===== src/rtl/pb_debounce_repeat_pkg.sv =====
// Shared types and constants for the push-button debounce/repeat block.
//   NUM_PB     : number of buttons handled by one block
//   pb_state_e : per-button auto-repeat state
//   cnt_width  : width of a counter that must reach max(a,b)-1
package pb_pkg;

  localparam int unsigned NUM_PB = 4;

  typedef enum logic [1:0] {
    PB_IDLE,
    PB_HOLD,
    PB_REPEAT
  } pb_state_e;

  function automatic int unsigned cnt_width(input int unsigned a, input int unsigned b);
    int unsigned m;
    m = (a > b) ? a : b;
    return (m > 1) ? $clog2(m) : 1;
  endfunction

endpackage


===== src/rtl/pb_debounce_repeat_if.sv =====
// Button bundle between the raw board buttons and the conditioned outputs.
//   PUSH_BUTTON_I : raw active-low buttons
//   PB_LEVEL_O    : debounced level, 1 = pressed
//   PB_PRESS_O    : one-cycle pulse on debounced press
//   PB_RELEASE_O  : one-cycle pulse on debounced release
//   PB_REPEAT_O   : one-cycle auto-repeat pulse while held
//   TICK_O        : one-cycle debounce tick
// master = button source / consumer side, slave = pb_debounce_repeat.
interface pb_debounce_repeat_if;
  import pb_pkg::*;

  logic [NUM_PB-1:0] PUSH_BUTTON_I;
  logic [NUM_PB-1:0] PB_LEVEL_O;
  logic [NUM_PB-1:0] PB_PRESS_O;
  logic [NUM_PB-1:0] PB_RELEASE_O;
  logic [NUM_PB-1:0] PB_REPEAT_O;
  logic              TICK_O;

  modport master (
    output PUSH_BUTTON_I,
    input  PB_LEVEL_O, PB_PRESS_O, PB_RELEASE_O, PB_REPEAT_O, TICK_O
  );

  modport slave (
    input  PUSH_BUTTON_I,
    output PB_LEVEL_O, PB_PRESS_O, PB_RELEASE_O, PB_REPEAT_O, TICK_O
  );

endinterface


===== src/rtl/pb_debounce_repeat_channel.sv =====
// One button channel: synchroniser, tick-sampled debounce shift register,
// level/edge detection and hold-to-repeat FSM.
//   clk_i, rst_i : clock, synchronous active-high reset
//   tick_i       : shared debounce tick
//   btn_n_i      : raw active-low button
//   level_o      : debounced level (1 = pressed)
//   press_o      : pulse on debounced rising edge
//   release_o    : pulse on debounced falling edge
//   repeat_o     : auto-repeat pulse while held
module pb_channel
  import pb_pkg::*;
#(
  parameter int unsigned SHIFT_LEN    = 10,
  parameter int unsigned HOLD_TICKS   = 500,
  parameter int unsigned REPEAT_TICKS = 200
) (
  input  logic clk_i,
  input  logic rst_i,
  input  logic tick_i,
  input  logic btn_n_i,
  output logic level_o,
  output logic press_o,
  output logic release_o,
  output logic repeat_o
);

  localparam int unsigned RW = cnt_width(HOLD_TICKS, REPEAT_TICKS);
  localparam logic [RW-1:0] HOLD_LAST   = RW'(HOLD_TICKS - 1);
  localparam logic [RW-1:0] REPEAT_LAST = RW'(REPEAT_TICKS - 1);

  logic                 sync1_q;
  logic                 sync2_q;
  logic [SHIFT_LEN-1:0] shreg_q;
  logic                 lvl_q;
  logic                 lvl_dly_q;
  pb_state_e            state_q;
  logic [RW-1:0]        rcnt_q;
  logic                 press;

  always_ff @(posedge clk_i) begin
    if (rst_i) begin
      sync1_q   <= 1'b0;
      sync2_q   <= 1'b0;
      shreg_q   <= '0;
      lvl_q     <= 1'b0;
      lvl_dly_q <= 1'b0;
    end else begin
      sync1_q   <= ~btn_n_i;
      sync2_q   <= sync1_q;
      if (tick_i) begin
        shreg_q <= {shreg_q[SHIFT_LEN-2:0], sync2_q};
      end
      // Any pressed sample in the window keeps the level up: fast press,
      // release only after SHIFT_LEN quiet ticks.
      lvl_q     <= |shreg_q;
      lvl_dly_q <= lvl_q;
    end
  end

  assign press = lvl_q & ~lvl_dly_q;

  always_ff @(posedge clk_i) begin
    if (rst_i) begin
      state_q <= PB_IDLE;
      rcnt_q  <= '0;
    end else if (!lvl_q) begin
      state_q <= PB_IDLE;
      rcnt_q  <= '0;
    end else begin
      case (state_q)
        PB_IDLE: begin
          if (press) begin
            state_q <= PB_HOLD;
            rcnt_q  <= '0;
          end
        end
        PB_HOLD: begin
          if (tick_i) begin
            if (rcnt_q == HOLD_LAST) begin
              state_q <= PB_REPEAT;
              rcnt_q  <= '0;
            end else begin
              rcnt_q  <= rcnt_q + 1'b1;
            end
          end
        end
        PB_REPEAT: begin
          if (tick_i) begin
            if (rcnt_q == REPEAT_LAST) begin
              rcnt_q <= '0;
            end else begin
              rcnt_q <= rcnt_q + 1'b1;
            end
          end
        end
        default: begin
          state_q <= PB_IDLE;
          rcnt_q  <= '0;
        end
      endcase
    end
  end

  // Gated by lvl_q so a release landing on a repeat tick emits nothing.
  always_comb begin
    repeat_o = 1'b0;
    if (tick_i && lvl_q) begin
      if ((state_q == PB_HOLD && rcnt_q == HOLD_LAST) ||
          (state_q == PB_REPEAT && rcnt_q == REPEAT_LAST)) begin
        repeat_o = 1'b1;
      end
    end
  end

  assign level_o   = lvl_q;
  assign press_o   = press;
  assign release_o = ~lvl_q & lvl_dly_q;

endmodule


===== src/rtl/pb_debounce_repeat.sv =====
// Push-button conditioning: shared debounce-tick prescaler plus one
// pb_channel per button.
//   CLOCK_50_I : system clock
//   RESET_I    : synchronous active-high reset
//   pb         : button bundle (slave side), see pb_debounce_repeat_if
module pb_debounce_repeat
  import pb_pkg::*;
#(
  parameter int unsigned TICK_DIV     = 50000,
  parameter int unsigned SHIFT_LEN    = 10,
  parameter int unsigned HOLD_TICKS   = 500,
  parameter int unsigned REPEAT_TICKS = 200
) (
  input  logic                CLOCK_50_I,
  input  logic                RESET_I,
  pb_debounce_repeat_if.slave pb
);

  localparam int unsigned TW = $clog2(TICK_DIV);
  localparam logic [TW-1:0] TICK_LAST = TW'(TICK_DIV - 1);

  logic [TW-1:0]     tick_cnt_q;
  logic              tick;
  logic [NUM_PB-1:0] level;
  logic [NUM_PB-1:0] press;
  logic [NUM_PB-1:0] release_p;
  logic [NUM_PB-1:0] repeat_p;

  assign tick = (tick_cnt_q == TICK_LAST);

  always_ff @(posedge CLOCK_50_I) begin
    if (RESET_I) begin
      tick_cnt_q <= '0;
    end else if (tick) begin
      tick_cnt_q <= '0;
    end else begin
      tick_cnt_q <= tick_cnt_q + 1'b1;
    end
  end

  for (genvar i = 0; i < NUM_PB; i++) begin : g_ch
    pb_channel #(
      .SHIFT_LEN    (SHIFT_LEN),
      .HOLD_TICKS   (HOLD_TICKS),
      .REPEAT_TICKS (REPEAT_TICKS)
    ) u_ch (
      .clk_i     (CLOCK_50_I),
      .rst_i     (RESET_I),
      .tick_i    (tick),
      .btn_n_i   (pb.PUSH_BUTTON_I[i]),
      .level_o   (level[i]),
      .press_o   (press[i]),
      .release_o (release_p[i]),
      .repeat_o  (repeat_p[i])
    );
  end

  assign pb.PB_LEVEL_O   = level;
  assign pb.PB_PRESS_O   = press;
  assign pb.PB_RELEASE_O = release_p;
  assign pb.PB_REPEAT_O  = repeat_p;
  assign pb.TICK_O       = tick;

endmodule

===== src/flat_wrapper.sv =====
// flat-port wrapper written by rule: the top's interface ports become plain ports
module pb_debounce_repeat_flat import pb_pkg::*;
#(
  parameter int unsigned TICK_DIV     = 50000,
  parameter int unsigned SHIFT_LEN    = 10,
  parameter int unsigned HOLD_TICKS   = 500,
  parameter int unsigned REPEAT_TICKS = 200
)
  (CLOCK_50_I, RESET_I, pb_PUSH_BUTTON_I, pb_PB_LEVEL_O, pb_PB_PRESS_O, pb_PB_RELEASE_O, pb_PB_REPEAT_O, pb_TICK_O);
  pb_debounce_repeat_if pb_i ();
  input  logic CLOCK_50_I;
  input  logic RESET_I;
  input wire logic [$bits(pb_i.PUSH_BUTTON_I)-1:0] pb_PUSH_BUTTON_I;
  output wire logic [$bits(pb_i.PB_LEVEL_O)-1:0] pb_PB_LEVEL_O;
  output wire logic [$bits(pb_i.PB_PRESS_O)-1:0] pb_PB_PRESS_O;
  output wire logic [$bits(pb_i.PB_RELEASE_O)-1:0] pb_PB_RELEASE_O;
  output wire logic [$bits(pb_i.PB_REPEAT_O)-1:0] pb_PB_REPEAT_O;
  output wire logic [$bits(pb_i.TICK_O)-1:0] pb_TICK_O;
  assign pb_i.PUSH_BUTTON_I = pb_PUSH_BUTTON_I;
  assign pb_PB_LEVEL_O = pb_i.PB_LEVEL_O;
  assign pb_PB_PRESS_O = pb_i.PB_PRESS_O;
  assign pb_PB_RELEASE_O = pb_i.PB_RELEASE_O;
  assign pb_PB_REPEAT_O = pb_i.PB_REPEAT_O;
  assign pb_TICK_O = pb_i.TICK_O;
  pb_debounce_repeat #(.TICK_DIV(TICK_DIV), .SHIFT_LEN(SHIFT_LEN), .HOLD_TICKS(HOLD_TICKS), .REPEAT_TICKS(REPEAT_TICKS)) u_core (.CLOCK_50_I(CLOCK_50_I), .RESET_I(RESET_I), .pb(pb_i));
endmodule

===== config.mk =====
export PLATFORM = sky130hd
export DESIGN_NAME = pb_debounce_repeat_flat
export DESIGN_NICKNAME = d
export VERILOG_FILES = /design/src/rtl/pb_debounce_repeat_pkg.sv /design/src/rtl/pb_debounce_repeat_if.sv /design/src/rtl/pb_debounce_repeat_channel.sv /design/src/rtl/pb_debounce_repeat.sv /design/src/flat_wrapper.sv
export SDC_FILE = /design/constraint.sdc
export NUM_CORES = 1
export LEC_CHECK = 0
export CORE_MARGIN = 2
export CORE_UTILIZATION = 42
export DETAILED_ROUTE_END_ITERATION = 10
export HOLD_SLACK_MARGIN = 0.08
export PLACE_DENSITY = 0.57
export SYNTH_ARGS = -nofsm -noshare
export SYNTH_HDL_FRONTEND = slang
export SYNTH_SLANG_ARGS = --single-unit

===== constraint.sdc =====
create_clock -name CLOCK_50_I -period 4.25 [get_ports CLOCK_50_I]
set_input_delay 0.6375 -clock CLOCK_50_I [delete_from_list [all_inputs] [get_ports CLOCK_50_I]]
set_output_delay 0.6375 -clock CLOCK_50_I [all_outputs]
set_load 0.01 [all_outputs]

After elaboration in Yosys (flattened, before gate mapping). Index checks and enable logic that the tools add are counted. Widths: inputs -> output; s select.

Add/sub/neg operators: 5. Mux-type cells: 48. Bitwise gates (word level): 24. Equality and inequality tests: 33. Reductions and logical operators: 37.

Operators with widths (number): $mux 9 (20); $pmux 9 s3 (4); $reduce_or 10->1 (4); $add 9x1->9 const B (4); $eq 9x8->1 const B (4); $eq 9x9->1 const B (4); $mux 2 (12); $pmux 2 s3 (4); $ne 2x2->1 const B (10); $add 16x1->16 const B (1); $eq 16x16->1 const B (1); $not 1->1 (16); $reduce_and 4->1 (4); $logic_and 1x1->1 (12); $ne 2x1->1 const B (6); $reduce_and 3->1 (4); $reduce_or 2->1 (5); $and 1x1->1 (8); $eq 2x1->1 const B (4); $eq 2x2->1 const B (4); $logic_not 2->1 (4); $mux 1 (8); $logic_or 1x1->1 (4).

Register bits after elaboration: 116. Output and inout bits: 17. Input port bits: 6. Logic and storage cells: 176.

Longest topological paths before layout. Gate-level depths: netlist (run 1).

Depth after elaboration: 5. Mapped depth: 7. Gate-level depth less buffers: 6.

By module. Synthesis (run 1) repeated with hierarchy kept, for this count alone.

Cell total of the unflattened synthesis: 661. Area, all modules: 5928.2 um^2.

By module, submodules not included: pb_channel (area an instance 1292.5 um^2, cells each 145, times used 4, seq. area each 500.5 um^2); pb_debounce_repeat (area an instance 758.2 um^2, cells each 81, times used 1, seq. area each 320.3 um^2).

Worst setup path before layout (run 1). No wires, ideal clock.

Path kind: register -> output. From: reg u_core.tick_cnt_q[0]. To: out pb_PB_REPEAT_O[0]. Cell stages (with the launch flop): 7. Buffers on the path: 1. Setup slack: 1.896 ns. Arrival: 1.717 ns. Required time: 3.612 ns. Cell sequence: dfxtp_1 -> ha_1 -> and3_1 -> nand4_1 -> nor3_1 -> nor4bb_1 -> buf_4.

Word-level cells in the longest chain between the ends: 3.

RTL lines: from (decl) (RTL line pb_debounce_repeat.sv:22) `logic [TW-1:0] tick_cnt_q;`; from (signal assigned) (RTL line pb_debounce_repeat.sv:37) `tick_cnt_q <= tick_cnt_q + 1'b1;`; $eq 16x16->1 (RTL line pb_debounce_repeat.sv:29) `assign tick = (tick_cnt_q == TICK_LAST);`; net pb_TICK_O (RTL line flat_wrapper.sv:18) `output wire logic [$bits(pb_i.TICK_O)-1:0] pb_TICK_O;`; $logic_and 1x1->1 (RTL line pb_debounce_repeat_channel.sv:107) `if (tick_i && lvl_q) begin`; $mux 1 (RTL line pb_debounce_repeat_channel.sv:107); to (decl) (RTL line flat_wrapper.sv:17) `output wire logic [$bits(pb_i.PB_REPEAT_O)-1:0] pb_PB_REPEAT_O;`.

The timed path passes the listed nets, and every way through them passes these cells.

Worst setup path in the final report (run 1).
From: reg u_core.tick_cnt_q[0]. To: out pb_PB_REPEAT_O[0].

Word-level cells in the longest chain between the ends: 3.

RTL lines (RTL line): $eq 16x16->1 (pb_debounce_repeat.sv:29); $logic_and 1x1->1 (pb_debounce_repeat_channel.sv:107); $mux 1 (pb_debounce_repeat_channel.sv:107).

Every way passes these cells.

==> summary.txt, run 1 <==
Layout
  • Core Util, Final: 49.40%
  • Nets: 700
  • Diode count: 0
  • Ratio of cells with drive above 1 in the final layout: 6.522%
  • Area delta synth->final: 14.71%

Synth
  • Post-synth ARST share: 0%
  • Synth top area share: 42.74%
  • Synth area leader: dfxtp_1
  • Netlist cell types: 50
  • Avg Cell Area, Syn: 8.074 um2
  • Yosys warns: 0
  • Syn nets: 696
  • Synth top area cells: dfxtp_1, nand2_1, a21oi_1
  • Post-synth EDFFs: 0
  • Cells after synthesis: 673
  • Synth Register Bits: 116
  • Mapped cell area: 5434 um2
  • Main flop type after synthesis: dfxtp_1
  • Post-synthesis sequential area ratio: 42.74%

Hold path
  • Min-Delay Path Class: reg -> reg

Power and ir drop
  • Worst vdd ir: 248.8 uV
  • PD cells: 398.2 nW/um2
  • Leak pwr: 2.027 nW

GRT
  • GRT Resource Usage Total: 17.33%
  • Number of global-route vias before repair: 4280
  • Initial antenna violation count: 0
  • Grt ovf: 0
  • Largest net degree at the start of global routing: 54
  • First-pass GRT wire length: 19840 um

Setup path
  • Family with the most delay on the worst path: simple AND/OR/NAND/NOR gates
  • Data required, critical path: 3.61 ns
  • Crit path kind: reg -> out
  • Crit path cell chain: ha_1 > and3_1 > nand4_1 > nor3_1 > nor4bb_1 > clkdlybuf4s50_1
  • Critical path fanouts, max: 5
  • Crit path buf inv count: 1
  • CP peak stage delay: 0.82 ns
  • Critical path arrival: 3.10 ns
  • Crit-path slowest cell: nor3_1
  • Crit path launch type: register
  • Crit path capture type: output port

Clocking
  • Resized cells post-CTS: 0
  • H-tree depth: 4
  • CTS tree: done
  • Clock buffer count from CTS: 17
  • Cts hold-fix bufs: 0
  • Root buf cell: clkbuf_16
  • Maximum clock path buffer count: 2
  • Postcts setup bufs: 0
  • Clock sink count: 116
  • Worst-Skew Late Latency: 0.42 ns
  • Clk pin slew, worst setup/hold paths: 0.05 ns

Detailed routing
  • DR WL/cell: 13.30 um
  • Met1 WL: 5452 um
  • Top layer in use: met4
  • Routed wire length: 11460 um
  • Router iterations before antenna repair: 4
  • Met3 Wirelength: 461 um
  • Via count: 4569
  • Via density: 5.300
  • # DRC: 0
  • Routed Antenna Nets: 0
  • Iteration-0 DRC Markers: 380
  • Metal2 WL: 5451 um

STA
  • Min Tclk post-route: 3.739 ns
  • Max Freq: 0.2675 GHz
  • Unrepaired setup endpoints after global routing: false
  • Setup TNS: 0 ns
  • Slew @ Worst Pin: 0.9754 ns
  • Setup-failing EPs final: 0
  • Relative slew slack: 34.47%
  • Post-route clock period utilization: 87.97%
  • Clock Skew: 0.007543 ns
  • Max-slew violation count: 0
  • Final hold vios: 0

Run status
  • Status: finished clean

Placement
  • DP HPWL: 7454 um
  • I/O Buffers: 22
  • Routability cong.: 0.8583

Floorplan
  • Ports: 23
  • Chip Height: 117.7 um
  • Cell row count: 41
  • Core Region: 12620 um2
  • Die width: 117.7 um
  • Full die area: 13860 um2
  • Initial Utilization: 43.06%

Run
  • Max cap viols: 0
-- synthesized netlist by cell type (all sizes together), types with 9 or more instances --
cell / number
and3: 9
o21ai: 16
ha: 17
nand2: 134
inv: 22
nor3: 9
buf: 22
nand3: 26
nor2: 40
clkbuf: 17
dfxtp: 116
o22ai: 20
nor4: 15
or3: 25
nand2b: 19
nor2b: 10
a21oi: 73
-- per-layer routing --
| layer | vias up | global-route usage, % |
|---|---|---|
| met4 | 0 | 6.250 |
| met2 | 60 | 28.02 |
| met1 | 2164 | 21.44 |
| met3 | 9 | 5.911 |
| met5 | - | 0 |
| li1 | 2336 | - |
-- state kept, by name (all words and copies together), names as in the netlist --
| name | flops |
|---|---|
| u_core.g_ch.u_ch.rcnt_q | 36 |
| u_core.g_ch.u_ch.sync1_q | 4 |
| u_core.g_ch.u_ch.sync2_q | 4 |
| u_core.g_ch.u_ch.state_q | 8 |
| u_core.g_ch.u_ch.shreg_q | 40 |
| u_core.g_ch.u_ch.level_o | 4 |
| u_core.tick_cnt_q | 16 |
| u_core.g_ch.u_ch.lvl_dly_q | 4 |
-- power breakdown --
group | leakage, nW | total (mW) | switching, mW | internal (mW)
Sequential | 0.936 | 1.10 | 0.00328 | 1.09
Clock | 0.267 | 1.36 | 0.514 | 0.849
Combinational | 0.823 | 0.0223 | 0.0138 | 0.00853
Total | 2.03 | 2.48 | 0.531 | 1.95
-- cell usage in the layout, fill, tap and decap left out, types with 6 or more instances in the layout --
cell type / netlist / routed
xor2_1: 7 / 7
nand2b_1: 19 / 19
a32o_1: 7 / 7
nor3_1: 9 / 9
or3_1: 25 / 25
nor4_1: 14 / 14
dfxtp_1: 116 / 116
a21oi_1: 73 / 73
nor2b_1: 10 / 10
ha_1: 17 / 17
xnor2_1: 7 / 7
or2_2: 6 / 6
nor2_1: 40 / 40
o22ai_1: 20 / 20
o21ai_0: 11 / 11
nand4_1: 6 / 6
nand2_1: 134 / 134
clkdlybuf4s50_1: 0 / 21
and3_1: 9 / 9
nand3_1: 26 / 26
clkbuf_16: 0 / 17
inv_1: 22 / 22
-- cell families after synthesis --
family	synth area share, %
simple gates	29.08
compound gates	15.57
flops	42.74
buf+inv	5.710
fa+ha+maj	3.914
xor+xnor	2.257
mux	0.7368
-- through the flow --
step | setup slack, ns | cell area (um2) | power (mW) | std cells | hold WS, ns
final | 0.5112 | 6233 | 2.482 | 862 | 0.4394
after detailed placement | 0.9034 | 5659 | 1.143 | 830 | 0.4283
after CTS | 0.4744 | 6233 | 2.517 | 862 | 0.4415
after global routing | 0.2699 | 6233 | 2.569 | 862 | 0.4437
after global placement | 1.028 | 5659 | 1.142 | 830 | 0.4180
after floorplan | 1.896 | 5434 | 1.134 | 673 | 0.4138
-- final timing paths --
path	start	to	slack, ns	cells after the start
worst max-delay path	u_core.tick_cnt_q[0]	pb_PB_REPEAT_O[0]	0.51	6
worst min-delay path	u_core.g_ch[3].u_ch.sync1_q	u_core.g_ch[3].u_ch.sync2_q	0.44	1
worst max register to register	u_core.tick_cnt_q[10]	u_core.g_ch[0].u_ch.rcnt_q[8]	1.60	6
worst min register to register	u_core.g_ch[3].u_ch.sync1_q	u_core.g_ch[3].u_ch.sync2_q	0.44	1
-- area by class of cell --
class / count / area, um2
Inverter: 24 / 90.09
Timing Repair Buffer: 24 / 230.2
Sequential cell: 116 / 2322
Clock buffer: 21 / 470.5
Clock inverter: 11 / 103.9
Fill cell: 1211 / 6386
Multi-Input combinational cell: 494 / 2801
Tap cell: 172 / 215.2
(Power assumes the default switching activity.)
==> run 2, diff against run 1 <==
CAP_MARGIN = 20   (was default)
==> results of run 2 <==
The final DEF is identical to that of run 1; final timing and power are the same.
==> run 3, diff against run 2 <==
CORE_MARGIN = 10   (was 2)
clock period = 4.8 ns   (was 4.25 ns; I/O delays follow)
==> run 3 against run 2 <==
First-iteration DRC count is 16% lower. Die area rose by 29%. Setup slack better by 0.49 ns. Via count fell by 0.46%. Critical endpoint unchanged. Register-to-register slack gained 0.42 ns. Global-route usage is 4.0 points lower. Power is 9.3% lower. Critical path type unchanged. Critical path depth did not move. Clock-buffer cell count increased by 1. Cell area is 0.32% higher.
==> summary.txt, run 3 (same netlist as run 1, synthesis figures left out) <==
Run status
  • Status: finished clean

Setup path
  • Crit path capture type: output port
  • Reg2reg start: u_core.tick_cnt_q[10]
  • Critical path fanouts, max: 5
  • Worst R2R End: u_core.g_ch[0].u_ch.rcnt_q[4]
  • Crit path kind: reg -> out
  • Crit path launch type: register
  • Data required, critical path: 4.08 ns
  • Reg2Reg Depth: 5
  • Critical path arrival: 3.08 ns
  • Flop-to-flop setup slack: 2.02 ns

STA
  • Relative slew slack: 32.19%
  • Unrepaired setup endpoints after global routing: false
  • Max Freq: 0.2633 GHz
  • Max-slew violation count: 0
  • Min Tclk post-route: 3.798 ns
  • Clock Skew: 0.005701 ns
  • Post-route clock period utilization: 79.12%
  • Setup-failing EPs final: 0
  • Slew @ Worst Pin: 1.009 ns
  • Setup TNS: 0 ns
  • Final hold vios: 0

Clocking
  • Worst-Skew Late Latency: 0.41 ns
  • Clock sink count: 116
  • Clock buffer count from CTS: 17
  • Postcts setup bufs: 0
  • CTS tree: done
  • Root buf cell: clkbuf_16
  • Cts hold-fix bufs: 0
  • Resized cells post-CTS: 0
  • Maximum clock path buffer count: 2
  • H-tree depth: 4
  • Clk pin slew, worst setup/hold paths: 0.05 ns

Placement
  • Placed insts: 830
  • DP HPWL: 7879 um
  • I/O Buffers: 22
  • Routability cong.: 0.8264

Power and ir drop
  • Combinational power share: 0.9%
  • Switching Share: 19.44%
  • P_int: 1.814 mW
  • Worst vdd ir: 216.2 uV
  • PD cells: 360.0 nW/um2
  • Sequential share of power: 43.2%
  • Leak pwr: 2.049 nW
  • Clock network fraction of total power: 56.0%
  • Sw power: 0.4376 mW

Layout
  • Most frequent cells in the layout: nand2_1, dfxtp_1, a21oi_1
  • Ratio of cells with drive above 1 in the final layout: 6.232%
  • Top reg by flops: u_core.g_ch.u_ch.shreg_q
  • Final Non-Filler Cells: 862
  • Largest regs: u_core.g_ch.u_ch.shreg_q x40, u_core.g_ch.u_ch.rcnt_q x36, u_core.tick_cnt_q x16
  • Layout fillers: 1231
  • Commonest non-fill, non-tap cell in the layout: nand2_1
  • Area delta synth->final: 15.08%
  • Nets: 700
  • Max reg flops: 40
  • Diode count: 0

Run
  • Max cap viols: 0

Detailed routing
  • # DRC: 0
  • Routed wire length: 11610 um
  • DR WL/cell: 13.47 um
  • Via count: 4548
  • Routed Antenna Nets: 0
  • Via density: 5.276
  • Iteration-0 DRC Markers: 321
  • Router iterations before antenna repair: 5

Hold path
  • WHS Path Cells: 1
  • Hold path start: u_core.g_ch[1].u_ch.sync1_q
  • Hold endpoint: u_core.g_ch[1].u_ch.sync2_q
  • Min-Delay Path Class: reg -> reg

Floorplan
  • Initial Utilization: 42.89%
  • Chip Height: 133.7 um
  • Ports: 23
  • Core Region: 12670 um2
  • Die width: 133.7 um
  • Full die area: 17890 um2
  • Cell row count: 41

GRT
  • First-pass GRT wire length: 20080 um
  • GRT Resource Usage Total: 13.30%
  • Grt ovf: 0
  • Initial antenna violation count: 0
  • Number of global-route vias before repair: 4378
  • Largest net degree at the start of global routing: 43
run 3: critical path, cell delays in order, from the launching register on:
cell and delay, ns:
dfxtp_1 0.37, ha_1 0.22, and3_1 0.22, nand4_1 0.13, nor3_1 0.84, nor4bb_1 0.30, clkdlybuf4s50_1 0.58
run 3: power by group through the flow:
stage	Combinational (mW)	Clock [mW]	Sequential, mW
after floorplan	0.0131	0	0.991
after global placement	0.0193	0	0.992
after detailed placement	0.0199	0	0.992
after CTS	0.0200	1.29	0.972
after global routing	0.0221	1.33	0.972
final	0.0192	1.26	0.972
run 3: how the worst max path moves through the flow:
stage | from | to | slack (ns) | depth (start not counted)
finish | u_core.tick_cnt_q[0] | pb_PB_REPEAT_O[0] | 1.00 | 6
global route | u_core.tick_cnt_q[0] | pb_PB_REPEAT_O[0] | 0.79 | 6
CTS | u_core.tick_cnt_q[0] | pb_PB_REPEAT_O[0] | 0.91 | 6
detailed placement | u_core.tick_cnt_q[0] | pb_PB_REPEAT_O[0] | 1.36 | 6
global placement | u_core.tick_cnt_q[0] | pb_PB_REPEAT_O[1] | 1.43 | 6
floorplan | u_core.tick_cnt_q[0] | pb_PB_REPEAT_O[0] | 2.36 | 6
run 3: metrics by stage:
stage	util, %	power, mW	area [um2]	hold WS (ns)	setup WS (ns)
floorplan	-	1.004	5434	0.4138	2.363
global placement	44.66	1.011	5659	0.4158	1.433
detailed placement	44.66	1.012	5659	0.4291	1.355
CTS	49.35	2.282	6254	0.4389	0.9124
global route	49.35	2.322	6254	0.4515	0.7907
finish	49.35	2.252	6254	0.4358	1.002
run 3: area by class of cell:
cell class | instances | area (um2) | share of cell area (%)
Timing Repair Buffer | 24 | 230.2 | 3.681
Clock buffer | 22 | 464.2 | 7.423
Inverter | 24 | 90.09 | 1.441
Sequential cell | 116 | 2322 | 37.13
Tap cell | 172 | 215.2 | 3.441
Multi-Input combinational cell | 494 | 2801 | 44.80
Clock inverter | 10 | 130.1 | 2.081
run 3: per-layer routing:
metal	GRT usage [%]	part of all wire, %	vias to the layer above
li1	-	-	2353
met1	16.02	47	2112
met2	21.45	48	68
met3	4.211	4.1	15
met4	5.441	1.1	0
met5	0	0	-
